### config.mk
export PLATFORM = sky130hd
export DESIGN_NAME = core_mem_arbiter_flat
export DESIGN_NICKNAME = d
export VERILOG_FILES = /design/src/rtl/core_mem_arbiter_pkg.sv /design/src/rtl/core_mem_arbiter_if.sv /design/src/rtl/core_mem_arb_pick.sv /design/src/rtl/core_mem_arbiter.sv /design/src/flat_wrapper.sv
export SDC_FILE = /design/constraint.sdc
export NUM_CORES = 1
export LEC_CHECK = 0
export BUFFER_PORTS_ARGS = -buffer_cell sky130_fd_sc_hd__buf_2
export CAP_MARGIN = 25
export CORE_ASPECT_RATIO = 1.25
export CORE_MARGIN = 2
export CORE_UTILIZATION = 40
export CTS_BUF_LIST = sky130_fd_sc_hd__clkbuf_8
export DETAILED_ROUTE_END_ITERATION = 8
export PLACE_DENSITY = 0.68
export SYNTH_ARGS = -nofsm -noshare
export SYNTH_HDL_FRONTEND = slang
export SYNTH_SLANG_ARGS = --single-unit
### constraint.sdc
create_clock -name clk -period 3.62 [get_ports clk]
set_input_delay 1.086 -clock clk [delete_from_list [all_inputs] [get_ports clk]]
set_output_delay 1.086 -clock clk [all_outputs]
set_load 0.05 [all_outputs]
### src/rtl/core_mem_arbiter_pkg.sv
// Shared types for the core memory arbiter: FSM states, port owner encoding
// and default bus widths.
package core_mem_pkg;

    localparam int unsigned ADDR_W_DEF = 32;
    localparam int unsigned DATA_W_DEF = 32;

    typedef enum logic [1:0] {
        IDLE = 2'd0,
        CMD  = 2'd1,
        RESP = 2'd2,
        DONE = 2'd3
    } state_e;

    typedef enum logic {
        OWN_I = 1'b0,
        OWN_D = 1'b1
    } owner_e;

endpackage

### src/rtl/core_mem_arbiter_if.sv
// Fetch, load/store and memory-bus signals of the arbiter; slave is the
// arbiter's view, master is the surrounding pipeline/bus view.
interface core_mem_arbiter_if #(
    parameter int unsigned ADDR_W = 32,
    parameter int unsigned DATA_W = 32
);
    localparam int unsigned STRB_W = DATA_W / 8;

    logic              i_req;
    logic [ADDR_W-1:0] i_addr;
    logic              i_busy;
    logic              i_done;
    logic [DATA_W-1:0] i_rdata;
    logic              i_err;

    logic              d_req;
    logic              d_we;
    logic [ADDR_W-1:0] d_addr;
    logic [DATA_W-1:0] d_wdata;
    logic [STRB_W-1:0] d_wstrb;
    logic              d_busy;
    logic              d_done;
    logic [DATA_W-1:0] d_rdata;
    logic              d_err;

    logic              m_valid;
    logic              m_ready;
    logic [ADDR_W-1:0] m_addr;
    logic              m_we;
    logic [DATA_W-1:0] m_wdata;
    logic [STRB_W-1:0] m_wstrb;
    logic              m_rvalid;
    logic [DATA_W-1:0] m_rdata;

    modport slave (
        input  i_req, i_addr,
        output i_busy, i_done, i_rdata, i_err,
        input  d_req, d_we, d_addr, d_wdata, d_wstrb,
        output d_busy, d_done, d_rdata, d_err,
        output m_valid, m_addr, m_we, m_wdata, m_wstrb,
        input  m_ready, m_rvalid, m_rdata
    );

    modport master (
        output i_req, i_addr,
        input  i_busy, i_done, i_rdata, i_err,
        output d_req, d_we, d_addr, d_wdata, d_wstrb,
        input  d_busy, d_done, d_rdata, d_err,
        input  m_valid, m_addr, m_we, m_wdata, m_wstrb,
        output m_ready, m_rvalid, m_rdata
    );

endinterface

### src/rtl/core_mem_arb_pick.sv
// Grant selection with fixed DMEM priority and a starvation guard that hands
// the bus to fetch after STARVE_MAX consecutive DMEM wins.
module core_mem_arb_pick
    import core_mem_pkg::*;
#(
    parameter int unsigned STARVE_MAX = 4
) (
    input  logic   clk,
    input  logic   nrst,
    input  logic   i_req,
    input  logic   d_req,
    input  logic   arb_en,
    output logic   grant,
    output owner_e grant_owner
);

    localparam int unsigned CNT_W = $clog2(STARVE_MAX + 1);
    localparam logic [CNT_W-1:0] CNT_MAX = CNT_W'(STARVE_MAX);

    logic [CNT_W-1:0] starve_cnt;

    // NOTE: every output of a combinational block gets a default first, so no path leaves it unassigned and no latch is inferred.
    always_comb begin
        grant       = arb_en & (i_req | d_req);
        grant_owner = OWN_D;
        if (i_req && (!d_req || starve_cnt == CNT_MAX)) begin
            grant_owner = OWN_I;
        end
    end

    // NOTE: registers update with non-blocking assignments so every flop samples pre-edge values.
    always_ff @(posedge clk or negedge nrst) begin
        if (!nrst) begin
            starve_cnt <= '0;
        end else if (grant) begin
            if (grant_owner == OWN_I || !i_req) begin
                starve_cnt <= '0;
            end else if (starve_cnt != CNT_MAX) begin
                starve_cnt <= starve_cnt + 1'b1;
            end
        end
    end

endmodule

### src/rtl/core_mem_arbiter.sv
// Shares one single-ported memory bus between instruction fetch and load/store,
// producing per-port BUSY/DONE for the hazard unit.
module core_mem_arbiter
    import core_mem_pkg::*;
#(
    parameter int unsigned ADDR_W     = ADDR_W_DEF,
    parameter int unsigned DATA_W     = DATA_W_DEF,
    parameter int unsigned STARVE_MAX = 4,
    parameter int unsigned TIMEOUT    = 255
) (
    input logic               clk,
    input logic               nrst,
    core_mem_arbiter_if.slave bus
);

    localparam int unsigned STRB_W = DATA_W / 8;
    localparam int unsigned TO_W   = (TIMEOUT > 0) ? $clog2(TIMEOUT + 1) : 1;
    localparam logic [TO_W-1:0] TO_LAST = (TIMEOUT > 0) ? TO_W'(TIMEOUT - 1) : '0;

    state_e            state_q, state_d;
    owner_e            owner_q, grant_owner;
    logic              grant, arb_en;
    logic [TO_W-1:0]   to_cnt;
    logic              to_hit, resp_ok, resp_to;
    logic              i_done_w, d_done_w;

    logic [ADDR_W-1:0] m_addr_q;
    logic              m_we_q;
    logic [DATA_W-1:0] m_wdata_q;
    logic [STRB_W-1:0] m_wstrb_q;
    logic [DATA_W-1:0] i_rdata_q, d_rdata_q;
    logic              err_q;

    assign arb_en = (state_q == IDLE);

    core_mem_arb_pick #(
        .STARVE_MAX (STARVE_MAX)
    ) u_pick (
        .clk         (clk),
        .nrst        (nrst),
        .i_req       (bus.i_req),
        .d_req       (bus.d_req),
        .arb_en      (arb_en),
        .grant       (grant),
        .grant_owner (grant_owner)
    );

    // The timeout counter runs from CMD entry, so a slow M_READY eats into the response budget.
    assign to_hit  = (TIMEOUT != 0) && (to_cnt >= TO_LAST);
    assign resp_ok = (state_q == RESP) && bus.m_rvalid;
    assign resp_to = (state_q == RESP) && !bus.m_rvalid && to_hit;

    always_comb begin
        state_d = state_q;
        unique case (state_q)
            IDLE: if (grant) state_d = CMD;
            CMD:  if (bus.m_ready) state_d = RESP;
            RESP: if (resp_ok || resp_to) state_d = DONE;
            DONE: state_d = IDLE;
            default: state_d = IDLE;
        endcase
    end

    always_ff @(posedge clk or negedge nrst) begin
        if (!nrst) begin
            state_q <= IDLE;
            owner_q <= OWN_I;
            to_cnt  <= '0;
        end else begin
            state_q <= state_d;
            if (grant) begin
                owner_q <= grant_owner;
                to_cnt  <= '0;
            end else if ((state_q == CMD || state_q == RESP) && to_cnt < TO_LAST) begin
                to_cnt <= to_cnt + 1'b1;
            end
        end
    end

    // Command fields are captured at grant and held untouched through CMD.
    always_ff @(posedge clk or negedge nrst) begin
        if (!nrst) begin
            m_addr_q  <= '0;
            m_we_q    <= 1'b0;
            m_wdata_q <= '0;
            m_wstrb_q <= '0;
        end else if (grant) begin
            if (grant_owner == OWN_D) begin
                m_addr_q  <= bus.d_addr;
                m_we_q    <= bus.d_we;
                m_wdata_q <= bus.d_wdata;
                m_wstrb_q <= bus.d_we ? bus.d_wstrb : '0;
            end else begin
                m_addr_q  <= bus.i_addr;
                m_we_q    <= 1'b0;
                m_wdata_q <= '0;
                m_wstrb_q <= '0;
            end
        end
    end

    always_ff @(posedge clk or negedge nrst) begin
        if (!nrst) begin
            i_rdata_q <= '0;
            d_rdata_q <= '0;
            err_q     <= 1'b0;
        end else if (resp_ok || resp_to) begin
            err_q <= resp_to;
            if (owner_q == OWN_D) begin
                d_rdata_q <= resp_ok ? bus.m_rdata : '0;
            end else begin
                i_rdata_q <= resp_ok ? bus.m_rdata : '0;
            end
        end
    end

    assign i_done_w = (state_q == DONE) && (owner_q == OWN_I);
    assign d_done_w = (state_q == DONE) && (owner_q == OWN_D);

    // BUSY is combinational so the stall asserts in the same cycle REQ rises.
    assign bus.i_busy  = (bus.i_req | (owner_q == OWN_I && state_q != IDLE)) & ~i_done_w;
    assign bus.d_busy  = (bus.d_req | (owner_q == OWN_D && state_q != IDLE)) & ~d_done_w;
    assign bus.i_done  = i_done_w;
    assign bus.d_done  = d_done_w;
    assign bus.i_err   = i_done_w & err_q;
    assign bus.d_err   = d_done_w & err_q;
    assign bus.i_rdata = i_rdata_q;
    assign bus.d_rdata = d_rdata_q;

    assign bus.m_valid = (state_q == CMD);
    assign bus.m_addr  = m_addr_q;
    assign bus.m_we    = m_we_q;
    assign bus.m_wdata = m_wdata_q;
    assign bus.m_wstrb = m_wstrb_q;

endmodule

### src/flat_wrapper.sv
// flat-port wrapper written by rule: the top's interface ports become plain ports
module core_mem_arbiter_flat import core_mem_pkg::*;
#(
    parameter int unsigned ADDR_W     = ADDR_W_DEF,
    parameter int unsigned DATA_W     = DATA_W_DEF,
    parameter int unsigned STARVE_MAX = 4,
    parameter int unsigned TIMEOUT    = 255
)
  (clk, nrst, bus_i_req, bus_i_addr, bus_i_busy, bus_i_done, bus_i_rdata, bus_i_err, bus_d_req, bus_d_we, bus_d_addr, bus_d_wdata, bus_d_wstrb, bus_d_busy, bus_d_done, bus_d_rdata, bus_d_err, bus_m_valid, bus_m_addr, bus_m_we, bus_m_wdata, bus_m_wstrb, bus_m_ready, bus_m_rvalid, bus_m_rdata);
  core_mem_arbiter_if #(.ADDR_W(ADDR_W), .DATA_W(DATA_W)) bus_i ();
  input logic clk;
  input logic nrst;
  input wire logic [$bits(bus_i.i_req)-1:0] bus_i_req;
  input wire logic [$bits(bus_i.i_addr)-1:0] bus_i_addr;
  output wire logic [$bits(bus_i.i_busy)-1:0] bus_i_busy;
  output wire logic [$bits(bus_i.i_done)-1:0] bus_i_done;
  output wire logic [$bits(bus_i.i_rdata)-1:0] bus_i_rdata;
  output wire logic [$bits(bus_i.i_err)-1:0] bus_i_err;
  input wire logic [$bits(bus_i.d_req)-1:0] bus_d_req;
  input wire logic [$bits(bus_i.d_we)-1:0] bus_d_we;
  input wire logic [$bits(bus_i.d_addr)-1:0] bus_d_addr;
  input wire logic [$bits(bus_i.d_wdata)-1:0] bus_d_wdata;
  input wire logic [$bits(bus_i.d_wstrb)-1:0] bus_d_wstrb;
  output wire logic [$bits(bus_i.d_busy)-1:0] bus_d_busy;
  output wire logic [$bits(bus_i.d_done)-1:0] bus_d_done;
  output wire logic [$bits(bus_i.d_rdata)-1:0] bus_d_rdata;
  output wire logic [$bits(bus_i.d_err)-1:0] bus_d_err;
  output wire logic [$bits(bus_i.m_valid)-1:0] bus_m_valid;
  output wire logic [$bits(bus_i.m_addr)-1:0] bus_m_addr;
  output wire logic [$bits(bus_i.m_we)-1:0] bus_m_we;
  output wire logic [$bits(bus_i.m_wdata)-1:0] bus_m_wdata;
  output wire logic [$bits(bus_i.m_wstrb)-1:0] bus_m_wstrb;
  input wire logic [$bits(bus_i.m_ready)-1:0] bus_m_ready;
  input wire logic [$bits(bus_i.m_rvalid)-1:0] bus_m_rvalid;
  input wire logic [$bits(bus_i.m_rdata)-1:0] bus_m_rdata;
  assign bus_i.i_req = bus_i_req;
  assign bus_i.i_addr = bus_i_addr;
  assign bus_i_busy = bus_i.i_busy;
  assign bus_i_done = bus_i.i_done;
  assign bus_i_rdata = bus_i.i_rdata;
  assign bus_i_err = bus_i.i_err;
  assign bus_i.d_req = bus_d_req;
  assign bus_i.d_we = bus_d_we;
  assign bus_i.d_addr = bus_d_addr;
  assign bus_i.d_wdata = bus_d_wdata;
  assign bus_i.d_wstrb = bus_d_wstrb;
  assign bus_d_busy = bus_i.d_busy;
  assign bus_d_done = bus_i.d_done;
  assign bus_d_rdata = bus_i.d_rdata;
  assign bus_d_err = bus_i.d_err;
  assign bus_m_valid = bus_i.m_valid;
  assign bus_m_addr = bus_i.m_addr;
  assign bus_m_we = bus_i.m_we;
  assign bus_m_wdata = bus_i.m_wdata;
  assign bus_m_wstrb = bus_i.m_wstrb;
  assign bus_i.m_ready = bus_m_ready;
  assign bus_i.m_rvalid = bus_m_rvalid;
  assign bus_i.m_rdata = bus_m_rdata;
  core_mem_arbiter #(.ADDR_W(ADDR_W), .DATA_W(DATA_W), .STARVE_MAX(STARVE_MAX), .TIMEOUT(TIMEOUT)) u_core (.clk(clk), .nrst(nrst), .bus(bus_i));
endmodule
# After elaboration in Yosys (flattened, before gate mapping)
# Index checks and enable logic that the tools add are counted.
[classes] n_addsub=2 magnitude_cmp=2 n_eq_ne=8 n_mux=15 bitwise_logic=11 reduce_logical=24
[op_table] operator="$mux W32" n=3
[op_table] operator="$mux W8" n=2
[op_table] operator="$logic_and A1 B1 Y1" n=9
[op_table] operator="$add A8 B1 Y8 const B" n=1
[op_table] operator="$ge A8 B8 Y1 const B" n=1
[op_table] operator="$lt A8 B8 Y1 const B" n=1
[op_table] operator="$mux W4" n=2
[op_table] operator="$pmux W2 S4" n=1
[op_table] operator="$mux W2" n=3
[op_table] operator="$mux W3" n=2
[op_table] operator="$ne A2 B1 Y1 const B" n=3
[op_table] operator="$reduce_and A2 Y1" n=3
[op_table] operator="$reduce_bool A2 Y1" n=3
[op_table] operator="$and A1 B1 Y1" n=5
[op_table] operator="$eq A2 B2 Y1 const B" n=2
[op_table] operator="$logic_or A1 B1 Y1" n=4
[op_table] operator="$add A3 B1 Y3 const B" n=1
[op_table] operator="$eq A3 B3 Y1 const B" n=1
[op_table] operator="$logic_not A1 Y1" n=3
[op_table] operator="$ne A3 B3 Y1 const B" n=1
[op_table] operator="$not A1 Y1" n=3
[op_table] operator="$or A1 B1 Y1" n=3
[op_table] operator="$reduce_and A3 Y1" n=1
[op_table] operator="$eq A2 B1 Y1 const B" n=1
[op_table] operator="other kinds (2)" n=3
[totals] register_bits=148 out_inout_bits=140

# Depth between registers and ports, before layout
# Gate-level depths: netlist of run 1.
[logic_depth] ltp_word=6 ltp_mapped=8

# Cells and area by module
# Synthesis of run 1 repeated with hierarchy kept, for this count alone.
[unflattened] cells_unflattened=544 hier_area_um2=6145.9
[modules_own_cells] module="core_mem_arbiter" n_inst=1 cells_each=522 area_per_inst_um2=5962.0 seq_area_each_um2=3628.5
[modules_own_cells] module="core_mem_arb_pick" n_inst=1 cells_each=22 area_per_inst_um2=183.9 seq_area_each_um2=75.1

# Least setup slack after synthesis of run 1
# OpenSTA, ideal clock, no wires.
[synth_timing] path_kind="in2out" start="input port bus_i_req" end="output port bus_i_busy" arrival_ns=2.311 required_ns=2.534 setup_slack_ns=0.223 cell_stages=4 n_path_buf=2 cell_sequence="buf_2 > inv_1 > clkbuf_1 > a21oi_1"
[synth_via] elab_chain_len=2
[synth_lines] item="start, declared" line="flat_wrapper.sv:13" text="input wire logic [$bits(bus_i.i_req)-1:0] bus_i_req;"
[synth_lines] item="$or A1 B1 Y1" line="core_mem_arbiter.sv:121" text="assign bus.i_busy = (bus.i_req | (owner_q == OWN_I && state_q != IDLE)) & ~i_done_w;"
[synth_lines] item="$and A1 B1 Y1" line="core_mem_arbiter.sv:121"
[synth_lines] item="end, declared" line="flat_wrapper.sv:15" text="output wire logic [$bits(bus_i.i_busy)-1:0] bus_i_busy;"
# No other way between the ends.

# Worst setup path after layout of run 1
[layout_timing] start="register u_core.state_q[0]" end="output port bus_i_busy"
[layout_via] elab_chain_len=4
[layout_lines] item="start, declared" line="core_mem_arbiter.sv:20" text="state_e state_q, state_d;"
[layout_lines] item="start signal, assigned" line="core_mem_arbiter.sv:70" text="state_q <= state_d;"
[layout_lines] item="$reduce_bool A2 Y1 or $eq A2 B2 Y1 (tied branches)" line="core_mem_arbiter.sv:121, core_mem_arbiter.sv:117"
[layout_lines] item="$logic_and A1 B1 Y1, on equally long branches" line="core_mem_arbiter.sv:121, core_mem_arbiter.sv:117"
[layout_lines] item="$or A1 B1 Y1 or $not A1 Y1 (tied branches)" line="core_mem_arbiter.sv:121"
[layout_lines] item="$and A1 B1 Y1 (*)" line="core_mem_arbiter.sv:121"
# Mark *: on every way between the ends. The rest lies on a longest branch, timed or not.

==> flow_metrics.env, run 1 <==
export IMPL_endpoint_kind_of_the_worst_setup_timing_path="primary output"
export IMPL_synth_seq_area_share_pct=55.05
export IMPL_post_cts_resized=0
export IMPL_avgViaCountPerCell=5.182
export IMPL_critical_path_max_fanout=9
export IMPL_crit_path_max_incr_delay_ns=0.40
export IMPL_buffer_ports_inserted=278
export IMPL_drc=0
export IMPL_synth_xor_area_share_pct=0
export IMPL_worst_endpoint_required_ns=2.53
export IMPL_post_cts_hold_buffer_count=0
export IMPL_tritoncts_buffer_count=17
export IMPL_netlist_instances=736
export IMPL_unrepaired_setup_endpoints_after_global_routing="no"
export IMPL_fin_crit_share_pct=85.95
export IMPL_detail_route_antenna_nets=0
export IMPL_cts_max_path_buffers=2
export IMPL_synth_seq_cells=148
export IMPL_post_place_ws_ns=0.7900
export IMPL_start_util_pct=40.42
export IMPL_critical_path_cell_chain="inv_1 -> ha_1 -> or2_2 -> a21oi_1 -> buf_2"
export IMPL_detail_route_wl_per_cell_um=16.04
export IMPL_num_fill_cells=1611
export IMPL_dpl_instance_area_um2=8220
export IMPL_insertion_delay_ns=0.44
export IMPL_ys_dominant_reg_cell="dfrtp_1"
export IMPL_slowest_cell_on_the_critical_path="dfrtp_1"
export IMPL_cp_top_family="flip-flops"
export IMPL_tritoncts_num_sinks=148
export IMPL_holdPathEnd="u_core.bus.m_wdata[11]$_DFFE_PN0N_"
export IMPL_gp_congestion=0.8195
export IMPL_maxSlewHeadroom_pct=52.38
export IMPL_synth_compound_area_share_pct=26.20
export IMPL_grt_max_degree=65
export IMPL_finalNonFillerCells=1218
export IMPL_crit_reg2reg_capture="u_core.bus.d_rdata[30]$_DFFE_PN0P_"
export IMPL_dieHeight_um=149.0
export IMPL_ys_types=42
export IMPL_routed_via_count=6312
export IMPL_yosys_warnings=0
export IMPL_clk_pin_slew_worst_paths_ns=0.09
export IMPL_setup_total_negative_slack_ns=0
export IMPL_final_util_pct=52.12
export IMPL_final_area_um2=8675
export IMPL_p_leak_nw=4.291
export IMPL_report_final_slew_viol_count=0
export IMPL_synth_async_reset_ratio_pct=100.0
export IMPL_fin_ws_ns=0.5086
export IMPL_synth_mux_area_fraction_pct=0.4463
export IMPL_regToRegSetupSlack_ns=1.47
export IMPL_synth_top_family_by_area="compound AO/OA/AOI/OAI gates"
export IMPL_edff_count_synth=0
export IMPL_global_route_overflow_total=0
export IMPL_cts_tree="done"
export IMPL_min_path_cells=2
export IMPL_synthAdderAreaFrac_pct=1.488
export IMPL_postCtsSetupBuffers=0
export IMPL_regToRegStartpoint="u_core.to_cnt[1]$_DFFE_PN0P_"
export IMPL_final_net_count=1132
export IMPL_worst_setup_path_start_kind="flop"
export IMPL_multiInputGateArea_um2=2684
export IMPL_io_pin_count=279
export IMPL_dpl_cell_count=1185
export IMPL_global_route_usage_total_pct=21.88
export IMPL_rr_worst_depth=5
export IMPL_dieArea_um2=17880
export IMPL_status="finished clean"
export IMPL_floorplan_rows=53
export IMPL_layout_drive_gt1_share_pct=33.67
export IMPL_antenna_found_initial=0
export IMPL_initialDrtViolationCount=490
export IMPL_ctsRootBufferMaster="clkbuf_8"
export IMPL_timing_final_hold_violations=0
export IMPL_fin_total_pwr_mw=9.267
export IMPL_hpwl_um=13280
export IMPL_maxCapViolations=0
export IMPL_number_of_global_route_vias_before_repair=6186
export IMPL_hold_path_startpoint="u_core.bus.m_wdata[11]$_DFFE_PN0N_"
export IMPL_cp_buffers_inverters=2
export IMPL_synth_avg_cell_area_um2=9.141
export IMPL_finalWirelength_um=19530
export IMPL_setup_clock_skew_after_layout_ns=0.009546
export IMPL_post_route_min_period_ns=3.111
export IMPL_fin_hold_ws_ns=0.4783
export IMPL_wire_length_of_the_first_global_routing_pass_um=31170
export IMPL_simple_gate_share_of_the_synthesized_area_pct=11.44
export IMPL_cp_data_arrival_time_ns=2.03
export IMPL_core_um2=16640
export IMPL_h_tree_depth=4
export IMPL_antenna_cell_count=0
export IMPL_die_width_um=120.0
export IMPL_areaGrowthSynthToFinish_pct=28.94
export IMPL_power_per_cell_area_nw_per_um2=1068
export IMPL_worst_hold_path_type="reg -> reg"
export IMPL_number_of_setup_violations_in_the_final_report=0
export IMPL_peak_supply_drop_uv=491.4
export IMPL_ff_latch_area_um2=3704
export IMPL_syn_area_um2=6728
export IMPL_mappedNetlistNets=883
export IMPL_number_of_search_and_repair_iterations_in_the_first_detailed_routing_pass=5
export IMPL_achievable_frequency_mhz=321.4
export IMPL_tightest_slew_ns=0.7143
export IMPL_criticalPathCategory="reg -> out"
layout make-up:
| type | count | share of cell area (%) |
|---|---|---|
| well taps | 220 | 3.173 |
| inverters | 8 | 0.3462 |
| repair buffers | 293 | 17.78 |
| multi-input cells | 517 | 30.94 |
| clock inverters | 14 | 2.207 |
| flip-flops and latches | 148 | 42.69 |
| clock buffers | 18 | 2.856 |
cells in the mapped netlist (2+ instances only):
library cell / count / area, µm²
a21o_1: 2 / 15.01
a21oi_1: 202 / 1011
a311oi_1: 2 / 17.52
a31oi_1: 37 / 231.5
and2_1: 3 / 18.77
and3_1: 5 / 31.28
and3b_1: 2 / 17.52
buf_2: 30 / 150.1
buf_6: 7 / 78.83
clkbuf_1: 23 / 86.33
dfrtp_1: 148 / 3704
ha_1: 8 / 100.1
inv_1: 8 / 30.03
mux2i_1: 3 / 30.03
nand2_1: 82 / 307.8
nand2b_1: 5 / 31.28
nand3_1: 36 / 180.2
nor2_1: 37 / 138.9
o21ai_0: 73 / 365.4
flip-flops by register name, indices dropped and copies added (netlist names):
name,count
u_core.bus.d_rdata,32
u_core.u_pick.starve_cnt,3
u_core.to_cnt,8
u_core.bus.m_wstrb,4
u_core.bus.m_wdata,32
u_core.bus.m_addr,32
u_core.err_q,1
u_core.bus.i_rdata,32
u_core.owner_q,1
u_core.bus.m_we,1
u_core.state_q,2
worst min-delay path, cell delays in order (launching register included):
cell     delay [ns]
dfrtp_1        0.35
nand2_1        0.04
o21ai_0        0.06
worst max path at each step:
stage / from / endpoint / slack [ns] / cells past startpoint
after floorplan: bus_i_req / bus_i_busy / 0.22 / 4
after global placement: bus_d_req / bus_d_busy / 0.83 / 4
after detailed placement: bus_d_req / bus_d_busy / 0.79 / 4
after CTS: u_core.state_q[0]$_DFFE_PN0P_ / bus_i_busy / 0.46 / 5
after global routing: u_core.state_q[0]$_DFFE_PN0P_ / bus_i_busy / 0.37 / 5
final: u_core.state_q[0]$_DFFE_PN0P_ / bus_i_busy / 0.51 / 5
layer usage:
metal / routed length [µm] / share of wire, % / GRT usage [%] / vias to the layer above
li1: - / - / - / 3103
met1: 8041 / 41 / 26.44 / 2959
met2: 9740 / 50 / 37.61 / 232
met3: 1492 / 7.6 / 6.231 / 18
met4: 257 / 1.3 / 7.059 / 0
met5: 0 / 0 / 0 / -
placed cells by master (no fill, tap or decap), types with 3 or more instances in the layout:
cell	instances
buf_2	277
a21oi_1	202
dfrtp_1	148
nand2_1	82
o21ai_0	73
a31oi_1	37
nor2_1	36
nand3_1	36
clkbuf_8	18
buf_4	12
inv_1	8
ha_1	8
nand2b_1	5
and3_1	4
and2_1	3
mux2i_1	3
bufinv_16	3
inv_8	3
inv_6	3
clkinv_4	3
power breakdown:
| group | total (mW) | leakage [nW] | internal (mW) | switching (mW) |
|---|---|---|---|---|
| clock network | 1.41 | 0.216 | 0.724 | 0.688 |
| registers | 2.78 | 1.84 | 2.37 | 0.414 |
| logic | 5.07 | 2.24 | 1.18 | 3.89 |
cells by family (layout without fill, tap and decap cells):
kind of cell             Yosys count  in the layout
flip-flops                       148            148
multiplexers                       3              3
AND/OR/NAND/NOR                  176            176
adder cells (fa/ha/maj)            8              8
buffers and inverters             71            333
AO/OA/AOI/OAI                    330            330
(Power assumes the default switching activity.)
==> inputs of run 2 (changes only) <==
CTS_BUF_LIST = sky130_fd_sc_hd__clkbuf_2   (was sky130_fd_sc_hd__clkbuf_8)
==> run 2 against run 1 <==
Compared with the run above: total power fell by 3.8%; final cell count barely moved; sequential power barely moved; routed wire length barely moved; first-iteration DRC count fell by 3.5%; worst hold slack got worse by 0.20 ns; count of clock-buffer cells in the layout fell by 1; setup slack got worse by 0.30 ns; global-route usage fell by 0.075 points; die area did not move.
==> flow_metrics.env, run 2 (synthesized netlist as in run 1, its figures left out) <==
export IMPL_final_util_pct=51.18
export IMPL_dieArea_um2=17880
export IMPL_maxCapViolations=0
export IMPL_unrepaired_setup_endpoints_after_global_routing="no"
export IMPL_initialDrtViolationCount=473
export IMPL_peak_supply_drop_uv=490.7
export IMPL_fin_total_pwr_mw=8.915
export IMPL_report_final_slew_viol_count=0
export IMPL_detail_route_wl_per_cell_um=16.03
export IMPL_wire_length_of_the_first_global_routing_pass_um=31080
export IMPL_crit_path_max_incr_delay_ns=0.45
export IMPL_cts_max_path_buffers=2
export IMPL_cp_num_cells=5
export IMPL_worst_hold_path_type="in -> async"
export IMPL_tightest_slew_ns=0.7295
export IMPL_detail_route_antenna_nets=0
export IMPL_setup_clock_skew_after_layout_ns=0.03102
export IMPL_clk_pin_slew_worst_paths_ns=0.25
export IMPL_floorplan_rows=53
export IMPL_critical_path_cell_chain="inv_1 -> ha_1 -> or2_2 -> a21oi_1 -> buf_2"
export IMPL_maxSlewHeadroom_pct=51.36
export IMPL_grt_max_degree=65
export IMPL_timing_final_hold_violations=0
export IMPL_h_tree_depth=4
export IMPL_die_width_um=120.0
export IMPL_buffer_ports_inserted=278
export IMPL_routed_via_count=6338
export IMPL_worst_endpoint_required_ns=2.53
export IMPL_num_fill_cells=1629
export IMPL_cp_top_family="flip-flops"
export IMPL_cp_buffers_inverters=2
export IMPL_antenna_found_initial=1
export IMPL_achievable_frequency_mhz=292.9
export IMPL_tritoncts_buffer_count=17
export IMPL_drc=0
export IMPL_endpoint_kind_of_the_worst_setup_timing_path="primary output"
export IMPL_hpwl_um=13280
export IMPL_insertion_delay_ns=0.71
export IMPL_status="finished clean"
export IMPL_post_cts_resized=0
export IMPL_p_leak_nw=4.234
export IMPL_power_per_cell_area_nw_per_um2=1047
export IMPL_final_net_count=1132
export IMPL_number_of_search_and_repair_iterations_in_the_first_detailed_routing_pass=4
export IMPL_worst_setup_path_start_kind="flop"
export IMPL_layout_drive_gt1_share_pct=33.57
export IMPL_cts_tree="done"
export IMPL_tritoncts_num_sinks=148
export IMPL_start_util_pct=40.42
export IMPL_cp_data_arrival_time_ns=2.33
export IMPL_dieHeight_um=149.0
export IMPL_criticalPathCategory="reg -> out"
export IMPL_postCtsSetupBuffers=0
export IMPL_gp_congestion=0.8195
export IMPL_number_of_setup_violations_in_the_final_report=0
export IMPL_areaGrowthSynthToFinish_pct=26.61
export IMPL_post_cts_hold_buffer_count=0
export IMPL_avgViaCountPerCell=5.199
export IMPL_most_common_cell_after_layout_fill_and_taps_aside="buf_2"
export IMPL_post_route_min_period_ns=3.414
export IMPL_setup_total_negative_slack_ns=0
export IMPL_mostFrequentLayoutCells="buf_2, a21oi_1, dfrtp_1"
export IMPL_global_route_overflow_total=0
export IMPL_rr_worst_depth=5
export IMPL_critical_path_max_fanout=9
export IMPL_slowest_cell_on_the_critical_path="dfrtp_1"
export IMPL_io_pin_count=279
export IMPL_ctsRootBufferMaster="clkbuf_2"
export IMPL_finalWirelength_um=19540
export IMPL_core_um2=16640
export IMPL_number_of_global_route_vias_before_repair=6171
export IMPL_global_route_usage_total_pct=21.80
export IMPL_fin_crit_share_pct=94.31
## run 2: cell types whose count changed in the layout (fill, tap and decap cells not counted)
cell,previous run,this run
clkbuf_8,18,0
clkbuf_2,0,17
clkinv_1,0,1
diode_2,0,1
## run 2: worst paths after layout
check / startpoint / to / slack, ns
worst max-delay path: u_core.state_q[0]$_DFFE_PN0P_ / bus_i_busy / 0.21
worst min-delay path: nrst / u_core.bus.m_addr[2]$_DFFE_PN0N_ / 0.28
worst max register to register: u_core.to_cnt[1]$_DFFE_PN0P_ / u_core.bus.i_rdata[28]$_DFFE_PN0P_ / 1.45
worst min register to register: u_core.bus.m_wdata[11]$_DFFE_PN0N_ / u_core.bus.m_wdata[11]$_DFFE_PN0N_ / 0.51
max in group asynchronous: nrst / u_core.bus.m_addr[7]$_DFFE_PN0N_ / 2.49
min in group clk: u_core.bus.m_wdata[11]$_DFFE_PN0N_ / u_core.bus.m_wdata[11]$_DFFE_PN0N_ / 0.51
## run 2: through the flow
stage / setup slack, ns / hold WS [ns] / cell area [µm²] / instances
5_1_grt: 0.004385 / 0.2066 / 8518 / 1219
3_3_place_gp: 0.8270 / 0.4567 / 8220 / 1185
2_1_floorplan: 0.2227 / 0.4797 / 6728 / 736
6_report: 0.2060 / 0.2766 / 8518 / 1219
4_1_cts: 0.09162 / 0.1937 / 8501 / 1217
3_5_place_dp: 0.7900 / 0.4647 / 8220 / 1185
## run 2: worst reg2reg max path, delay by kind of cell, from the launching register on
family / cells / cell delay [ns]
buffers and inverters: 1 / 0.34
AOI/OAI and AO/OA: 3 / 0.97
DFF: 1 / 0.55
adders and majority gates: 1 / 0.20
## run 2: layer usage
| layer | GRT usage, % | wire [µm] | vias up |
|---|---|---|---|
| met3 | 6.460 | 1518 | 20 |
| li1 | - | - | 3111 |
| met4 | 7.059 | 276 | 0 |
| met2 | 37.16 | 9728 | 231 |
| met5 | 0 | 0 | - |
| met1 | 26.46 | 8018 | 2976 |
## run 2: layout make-up
cell class / instances / area [µm²] / share of cell area [%]
Antenna cell: 1 / 2.502 / 0.02938
Clock inverter: 15 / 195.2 / 2.291
Multi-Input combinational cell: 517 / 2684 / 31.51
Timing Repair Buffer: 293 / 1543 / 18.11
Sequential cell: 148 / 3704 / 43.48
Clock buffer: 17 / 85.08 / 0.9988
Inverter: 8 / 30.03 / 0.3525
Tap cell: 220 / 275.3 / 3.231
## run 2: power by group
| group | internal, mW | switching (mW) | leakage [nW] |
|---|---|---|---|
| clock | 0.407 | 0.667 | 0.159 |
| sequential | 2.36 | 0.411 | 1.84 |
| combinational | 1.18 | 3.89 | 2.24 |
